## config.mk

```make
export PLATFORM = sky130hd
export DESIGN_NAME = dmx3_64bit_reg
export DESIGN_NICKNAME = d
export VERILOG_FILES = /design/src/rtl/dmx3_64bit_reg.sv
export SDC_FILE = /design/constraint.sdc
export NUM_CORES = 1
export LEC_CHECK = 0
export ABC_CLOCK_PERIOD_IN_PS = 4100
export CORE_UTILIZATION = 30
export DETAILED_ROUTE_END_ITERATION = 6
export MAX_ROUTING_LAYER = met4
export PLACE_DENSITY_LB_ADDON = 0.05
export SLEW_MARGIN = 10
export SYNTH_ARGS = -nofsm -noshare
export SYNTH_HDL_FRONTEND = slang
export SYNTH_SLANG_ARGS = --single-unit
```

## constraint.sdc

```tcl
create_clock -name clk -period 4.1 [get_ports clk]
set_clock_uncertainty 0.2 [all_clocks]
set_input_delay 0.82 -clock clk [delete_from_list [all_inputs] [get_ports clk]]
set_output_delay 0.82 -clock clk [all_outputs]
set_load 0.05 [all_outputs]
```

## src/rtl/dmx3_64bit_reg.sv

```systemverilog
// dmx3_64bit_reg: 1:3 demultiplexer with one-entry holding registers.
// One input stream is steered by in_sel to one of three ready/valid output
// ports. in_sel = 11 discards the word and bumps a saturating drop counter.
// Each output is a single register with full back-to-back throughput: a port
// can be drained and reloaded on the same edge.

module dmx3_64bit_reg #(
    parameter int WIDTH = 64
) (
    input  logic             clk,
    input  logic             reset_n,
    input  logic [WIDTH-1:0] in_data,
    input  logic [1:0]       in_sel,
    input  logic             in_valid,
    output logic             in_ready,
    output logic [WIDTH-1:0] out0_data,
    output logic             out0_valid,
    input  logic             out0_ready,
    output logic [WIDTH-1:0] out1_data,
    output logic             out1_valid,
    input  logic             out1_ready,
    output logic [WIDTH-1:0] out2_data,
    output logic             out2_valid,
    input  logic             out2_ready,
    output logic             drop_pulse,
    output logic [7:0]       drop_cnt
);

    localparam logic [1:0] SEL_DROP = 2'b11;

    // Per-port holding state, indexed by port number.
    logic [2:0]       valid_q;
    logic [WIDTH-1:0] data_q [3];
    logic [2:0]       out_ready;
    logic [2:0]       load;
    logic             drop_xfer;
    logic             drop_pulse_q;
    logic [7:0]       drop_cnt_q;

    assign out_ready = {out2_ready, out1_ready, out0_ready};

    // Input may enter a port if it is empty or is being drained this cycle;
    // discards are always accepted.
    always_comb begin
        // NOTE: a default on every path keeps always_comb free of inferred latches.
        in_ready = 1'b1;
        case (in_sel)
            2'b00:   in_ready = !valid_q[0] || out_ready[0];
            2'b01:   in_ready = !valid_q[1] || out_ready[1];
            2'b10:   in_ready = !valid_q[2] || out_ready[2];
            default: in_ready = 1'b1;
        endcase
    end

    // Decode the accepted input transfer into a one-hot port load or a drop.
    always_comb begin
        load      = 3'b000;
        drop_xfer = 1'b0;
        if (in_valid && in_ready) begin
            case (in_sel)
                2'b00:   load = 3'b001;
                2'b01:   load = 3'b010;
                2'b10:   load = 3'b100;
                default: drop_xfer = (in_sel == SEL_DROP);
            endcase
        end
    end

    // Holding registers: load wins over drain, so a simultaneous drain and
    // load stays full with the new word; unaddressed ports keep their state.
    always_ff @(posedge clk or negedge reset_n) begin
        if (!reset_n) begin
            valid_q <= 3'b000;
            // NOTE: the data registers are cleared on reset because their
            // contents are visible on the output ports, not just internal storage.
            for (int k = 0; k < 3; k++) begin
                data_q[k] <= '0;
            end
        end else begin
            for (int k = 0; k < 3; k++) begin
                // NOTE: sequential state uses non-blocking assignments so every
                // register samples pre-edge values, independent of statement order.
                valid_q[k] <= load[k] || (valid_q[k] && !out_ready[k]);
                if (load[k]) begin
                    data_q[k] <= in_data;
                end
            end
        end
    end

    // Discard bookkeeping: one-cycle pulse per dropped word, saturating count.
    always_ff @(posedge clk or negedge reset_n) begin
        if (!reset_n) begin
            drop_pulse_q <= 1'b0;
            drop_cnt_q   <= 8'd0;
        end else begin
            drop_pulse_q <= drop_xfer;
            if (drop_xfer && (drop_cnt_q != 8'hFF)) begin
                drop_cnt_q <= drop_cnt_q + 8'd1;
            end
        end
    end

    assign out0_data  = data_q[0];
    assign out1_data  = data_q[1];
    assign out2_data  = data_q[2];
    assign out0_valid = valid_q[0];
    assign out1_valid = valid_q[1];
    assign out2_valid = valid_q[2];
    assign drop_pulse = drop_pulse_q;
    assign drop_cnt   = drop_cnt_q;

endmodule

```

==> flow_metrics.py, run 1 <==
metrics = {
    "timing": {
        "min_period_ns": 3.60,
        "period_share_pct": 87.8,
        "finalSetupViolCount": 0,
        "final.setup.tns_ns": 0,
        "max_freq_ghz": 0.278,
        "worstMarginPinSlew_ns": 0.686,
        "finalMaxSlewViolations": 0,
        "rsz0062_at_grt": "no",
        "hold_viol_final": 0,
        "max_slew_margin_pct": 54.3,
    },
    "layout": {
        "fin_area_um2": 11600,
        "fin_nets": 823,
        "area_growth_pct": 50.6,
        "drive_above_1_share_pct": 31.5,
    },
    "clock_tree": {
        "clk_latency_ns": 0.51,
        "cts.path.max_buffers": 3,
        "cts_tree": "done",
        "cts-root-buf": "clkbuf_16",
        "cts_resized": 0,
        "cts.hold.buffers_added": 0,
        "clk_pin_slew_worst_paths_ns": 0.05,
        "numCtsBuffers": 25,
        "postCtsSetupRepairBufs": 0,
        "cts_sinks": 204,
        "htree_levels": 1,
    },
    "floorplan": {
        "die-area_um2": 26400,
        "core_area_um2": 25200,
        "rows": 58,
        "die_w_um": 162,
        "start_util_pct": 30.6,
        "fp.dieH_um": 162,
        "io_pins": 277,
    },
    "worst_hold_path": {
        "holdCritPathClass": "in -> async",
    },
    "synth": {
        "syn-num-nets": 535,
        "ys.flop_type": "dfrtp_1",
        "synth_cells": 462,
        "yosys_register_bits": 204,
        "seq_area_frac_synth_pct": 66.1,
        "syn_area_um2": 7720,
        "async_flop_share_pct": 100,
        "synth_cell_types": 29,
        "ys.warnings.count": 0,
        "netlist.area_leader.share_pct": 66.1,
        "synth_area_per_cell_um2": 16.7,
        "synth.area.top_cells": "dfrtp_1 (66%), mux2_2 (28%), buf_6 (0.88%)",
        "synth-edff-count": 0,
        "yosys.area.top_type": "dfrtp_1",
    },
    "placed_design": {
        "hpwl_um": 13500,
        "port_buffers": 276,
        "place_area_um2": 10800,
        "place.gp.congestion": 0.785,
    },
    "grt": {
        "grt_pass1_vias": 5549,
        "grt_overflow": 0,
        "grt_first_pass_wirelength_um": 31600,
        "grt_use_total_pct": 15.8,
        "antenna_found_initial": 1,
        "grt_max_degree": 93,
    },
    "pwr": {
        "p_leak_nw": 4.82,
        "p_comb_share_pct": 39.4,
        "ir_worst_vdd_v": 0.000306,
        "p_sw_share_pct": 38.9,
        "power_density_nw_per_um2": 677,
        "pwr-share-clk_pct": 26.4,
        "p_sw_w": 0.00307,
        "p_int_w": 0.00481,
        "seq_power_share_pct": 34.1,
    },
    "outcome": {
        "status": "finished, final reports clean",
    },
    "setup_path": {
        "worstReg2RegStart": "valid_q[1]",
        "setup.worst_path.start_class": "input pin",
        "rr_endpoint": "out1_data[19]",
        "critPathMaxFanout": 8,
        "rr_worst_depth": 4,
        "worstPathArrival_ns": 2.58,
        "critPathKind": "in -> out",
        "crit_required_ns": 3.08,
        "rrSetupSlack_ns": 2.06,
        "cp-end-kind": "output port",
    },
    "routing": {
        "ant_nets": 0,
        "avgRoutedWirePerCell_um": 18.4,
        "num_vias": 4979,
        "dr.pass1.iters": 4,
        "avgViaCountPerCell": 4.53,
        "detail_route.iter0.violations": 142,
        "drc": 0,
        "wl_um": 20300,
    },
    "flow_run": {
        "drv_cap": 0,
    },
}
Yosys cell counts (all sizes together), types with 2 or more instances:
cell    number
nand3        3
mux2       194
nor4         2
a21o         2
buf         21
dfrtp      204
nand2        6
nand2b       3
a21oi        4
nor3         3
o21ai        4
stage by stage:
step	hold WS (ns)	utilization [%]	instances	power [W]	setup slack, ns
6_report	0.136	46.2	1099	0.00787	0.501
5_1_grt	0.176	46.2	1099	0.00822	0.402
4_1_cts	0.164	46.2	1098	0.00800	0.507
3_5_place_dp	0.294	43.0	1053	0.00585	0.508
3_3_place_gp	0.286	43.0	1053	0.00581	0.568
2_1_floorplan	0.324	-	462	0.00466	0.994
power groups by stage:
stage	logic [W]	clock network, W	registers [W]
2_1_floorplan	0.000445	0	0.00421
3_3_place_gp	0.00311	0	0.00270
3_5_place_dp	0.00313	0	0.00272
4_1_cts	0.00314	0.00217	0.00269
5_1_grt	0.00321	0.00226	0.00275
6_report	0.00310	0.00208	0.00269
final cells by class:
| type | count | area, um^2 |
|---|---|---|
| fillers | 2253 | 13600 |
| multi-input cells | 236 | 2460 |
| clock inverters | 5 | 32.5 |
| clock buffers | 40 | 762 |
| repair buffers | 282 | 2850 |
| inverters | 1 | 3.75 |
| flip-flops and latches | 204 | 5100 |
| well taps | 330 | 413 |
| diodes | 1 | 2.50 |
cell families (layout without fill, tap and decap cells):
family / count (synthesis) / after routing / share of synthesized area (%)
adder cells (fa/ha/maj): 1 / 1 / 0.162
XOR/XNOR: 2 / 2 / 0.227
AO/OA/AOI/OAI: 13 / 13 / 1.07
AND/OR/NAND/NOR: 25 / 25 / 1.83
multiplexers: 195 / 195 / 28.4
flip-flops: 204 / 204 / 66.1
other: 0 / 1 / 0
buffers and inverters: 22 / 328 / 2.12
state kept, by name (all words and copies together) (netlist names):
signal	cells
out2_data	64
out0_data	64
out1_data	64
valid_q	3
drop_cnt	8
drop_pulse	1
worst max-delay path, stage by stage:
cell	delay, ns
clkdlybuf4s50_1	0.53
nand3b_1	0.15
o21ai_0	0.08
o21ai_0	0.16
clkdlybuf4s50_1	0.83
routing by layer:
metal	GRT usage [%]	vias up	wire length [um]
li1	-	2233	-
met1	19.0	2541	8200
met2	25.9	178	10000
met3	4.81	27	1680
met4	3.90	0	356
met5	-	-	0
layout by cell type (no fill, tap or decap), types with 2 or more instances in the layout:
cell	count
a21o_1	2
a21oi_1	4
buf_12	3
buf_4	3
clkbuf_1	7
clkbuf_16	25
clkbuf_8	9
clkdlybuf4s50_1	275
clkinv_2	3
dfrtp_1	204
mux2_2	194
nand2_1	6
nand2b_1	3
nand3_1	3
nor3_1	2
nor4_1	2
o21ai_0	4
worst max path at each step:
stage	endpoint	slack, ns	startpoint	cells past startpoint
after CTS	in_ready	0.51	in_sel[0]	5
after global placement	in_ready	0.57	in_sel[0]	5
after global routing	in_ready	0.40	in_sel[0]	5
after floorplan	in_ready	0.99	out0_ready	3
after detailed placement	in_ready	0.51	in_sel[0]	5
final	in_ready	0.50	in_sel[0]	5
Power figures use the tool's default switching activity.
==> inputs of run 2 (changes only) <==
ABC_CLOCK_PERIOD_IN_PS = 4300   (was 4100)
SLEW_MARGIN = 20   (was 10)
clock period = 4.3 ns   (was 4.1 ns; I/O delays follow)
==> run 2 against run 1 <==
Clock-buffer cell count is 4 lower. First-iteration DRC count is 4.2% higher. Global-route usage is 0.25 points lower. Die area stayed put. Power is 3.9% lower. Final cell count is 0.18% lower. Sequential share of layout area is 0.071 points lower. Sequential power is 5% lower.
==> flow_metrics.py, run 2 (same netlist as run 1, synthesis figures left out) <==
metrics = {
    "timing": {
        "worstMarginPinSlew_ns": 0.892,
        "rsz0062_at_grt": "no",
        "min_period_ns": 3.68,
        "final.setup.tns_ns": 0,
        "hold_viol_final": 0,
        "period_share_pct": 85.7,
        "whs_ns": 0.264,
        "max_freq_ghz": 0.272,
        "max_slew_margin_pct": 40.6,
        "finalMaxSlewViolations": 0,
        "finalSetupViolCount": 0,
    },
    "floorplan": {
        "die_w_um": 162,
        "die-area_um2": 26400,
        "core_area_um2": 25200,
        "io_pins": 277,
        "fp.dieH_um": 162,
        "rows": 58,
        "start_util_pct": 30.6,
    },
    "routing": {
        "ant_nets": 0,
        "detail_route.iter0.violations": 148,
        "drc": 0,
        "avgRoutedWirePerCell_um": 18.3,
        "num_vias": 5004,
        "wl_um": 20100,
        "avgViaCountPerCell": 4.56,
        "dr.pass1.iters": 4,
    },
    "pwr": {
        "p_leak_nw": 4.82,
        "p_sw_w": 0.00290,
        "ir_worst_vdd_v": 0.000367,
        "seq_power_share_pct": 33.9,
        "power_density_nw_per_um2": 650,
        "p_comb_share_pct": 39.1,
        "p_sw_share_pct": 38.3,
        "p_int_w": 0.00467,
        "pwr-share-clk_pct": 27.0,
    },
    "grt": {
        "grt_first_pass_wirelength_um": 31000,
        "grt_use_total_pct": 15.6,
        "grt_pass1_vias": 5404,
        "antenna_found_initial": 1,
        "grt_max_degree": 111,
        "grt_overflow": 0,
    },
    "clock_tree": {
        "cts_sinks": 204,
        "postCtsSetupRepairBufs": 0,
        "cts_tree": "done",
        "numCtsBuffers": 24,
        "cts.hold.buffers_added": 0,
        "cts_resized": 0,
        "htree_levels": 1,
        "cts-root-buf": "clkbuf_16",
        "clk_latency_ns": 0.50,
        "cts.path.max_buffers": 3,
        "clk_pin_slew_worst_paths_ns": 0.06,
    },
    "placed_design": {
        "port_buffers": 276,
        "dp_cells": 1054,
        "hpwl_um": 13400,
        "place.gp.congestion": 0.773,
    },
    "setup_path": {
        "cp-end-kind": "output port",
        "critPathMaxFanout": 8,
        "path_cells": "clkdlybuf4s50_1, nand3b_1, o21ai_0, o21ai_0, clkdlybuf4s50_1",
        "critPathKind": "in -> out",
        "max_stage_delay_ns": 0.82,
        "setup.worst_path.start_class": "input pin",
        "cp_slowest_cell": "clkdlybuf4s50_1",
        "worstPathArrival_ns": 2.62,
        "crit_required_ns": 3.24,
    },
    "layout": {
        "ff_latch_area_um2": 5100,
        "final_cell_mix": "clkdlybuf4s50_1 (275), dfrtp_1 (204), mux2_2 (194)",
        "drive_above_1_share_pct": 31.2,
        "final_common_cell": "clkdlybuf4s50_1",
        "area_growth_pct": 50.9,
        "fin_nets": 823,
        "postLayoutCoreUtil_pct": 46.2,
        "num-fill-cells": 2252,
        "instances_no_fill": 1097,
        "multi_input_area_um2": 2460,
    },
    "flow_run": {
        "drv_cap": 0,
    },
    "worst_hold_path": {
        "holdCritPathClass": "in -> async",
    },
    "outcome": {
        "status": "finished, final reports clean",
    },
}
run 2: cell count changes in the layout (fill, tap and decap cells not counted), sizes merged:
cell | before | now
buf | 6 | 7
bufinv | 0 | 3
clkbuf | 41 | 37
clkinv | 4 | 3
inv | 2 | 1
run 2: stage by stage:
| step | total power, W | cell area (um^2) | setup slack, ns |
|---|---|---|---|
| after floorplan | 0.00444 | 7720 | 1.11 |
| after global placement | 0.00554 | 10800 | 0.684 |
| after detailed placement | 0.00558 | 10800 | 0.630 |
| after CTS | 0.00768 | 11600 | 0.628 |
| after global routing | 0.00788 | 11600 | 0.534 |
| final | 0.00757 | 11600 | 0.617 |
run 2: power groups by stage:
stage / Combinational, W / Clock, W / Sequential [W]
2_1_floorplan: 0.000424 / 0 / 0.00402
3_3_place_gp: 0.00297 / 0 / 0.00257
3_5_place_dp: 0.00298 / 0 / 0.00260
4_1_cts: 0.00299 / 0.00212 / 0.00257
5_1_grt: 0.00306 / 0.00220 / 0.00262
6_report: 0.00296 / 0.00204 / 0.00256
run 2: layout make-up:
type	count	area share, %
inverter	1	0.0322
sequential	204	43.8
tap	330	3.55
clock buffer	36	5.98
multi-input combinational	236	21.1
clock inverter	6	0.935
antenna	1	0.0215
timing repair buffer	283	24.5
run 2: critical path: cells and delay by family:
kind | cells | cell delay, ns
simple gates | 1 | 0.15
compound gates | 2 | 0.25
buf+inv | 2 | 1.36
run 2: layer usage:
layer	global-route usage, %	routed length (um)
met1	18.8	8210
met2	24.8	9710
met3	4.53	1560
met4	5.62	597
met5	-	0
run 2: worst paths after layout:
kind / startpoint / end / slack [ns] / cells past startpoint
setup / recovery: in_sel[0] / in_ready / 0.62 / 5
hold / removal: reset_n / out1_data[5] / 0.26 / 1
setup reg to reg: valid_q[1] / out1_data[20] / 2.24 / 4
hold reg to reg: out2_data[44] / out2_data[44] / 0.30 / 1
max in group asynchronous: reset_n / out0_data[32] / 2.70 / 2
min in group clk: out2_data[44] / out2_data[44] / 0.30 / 1
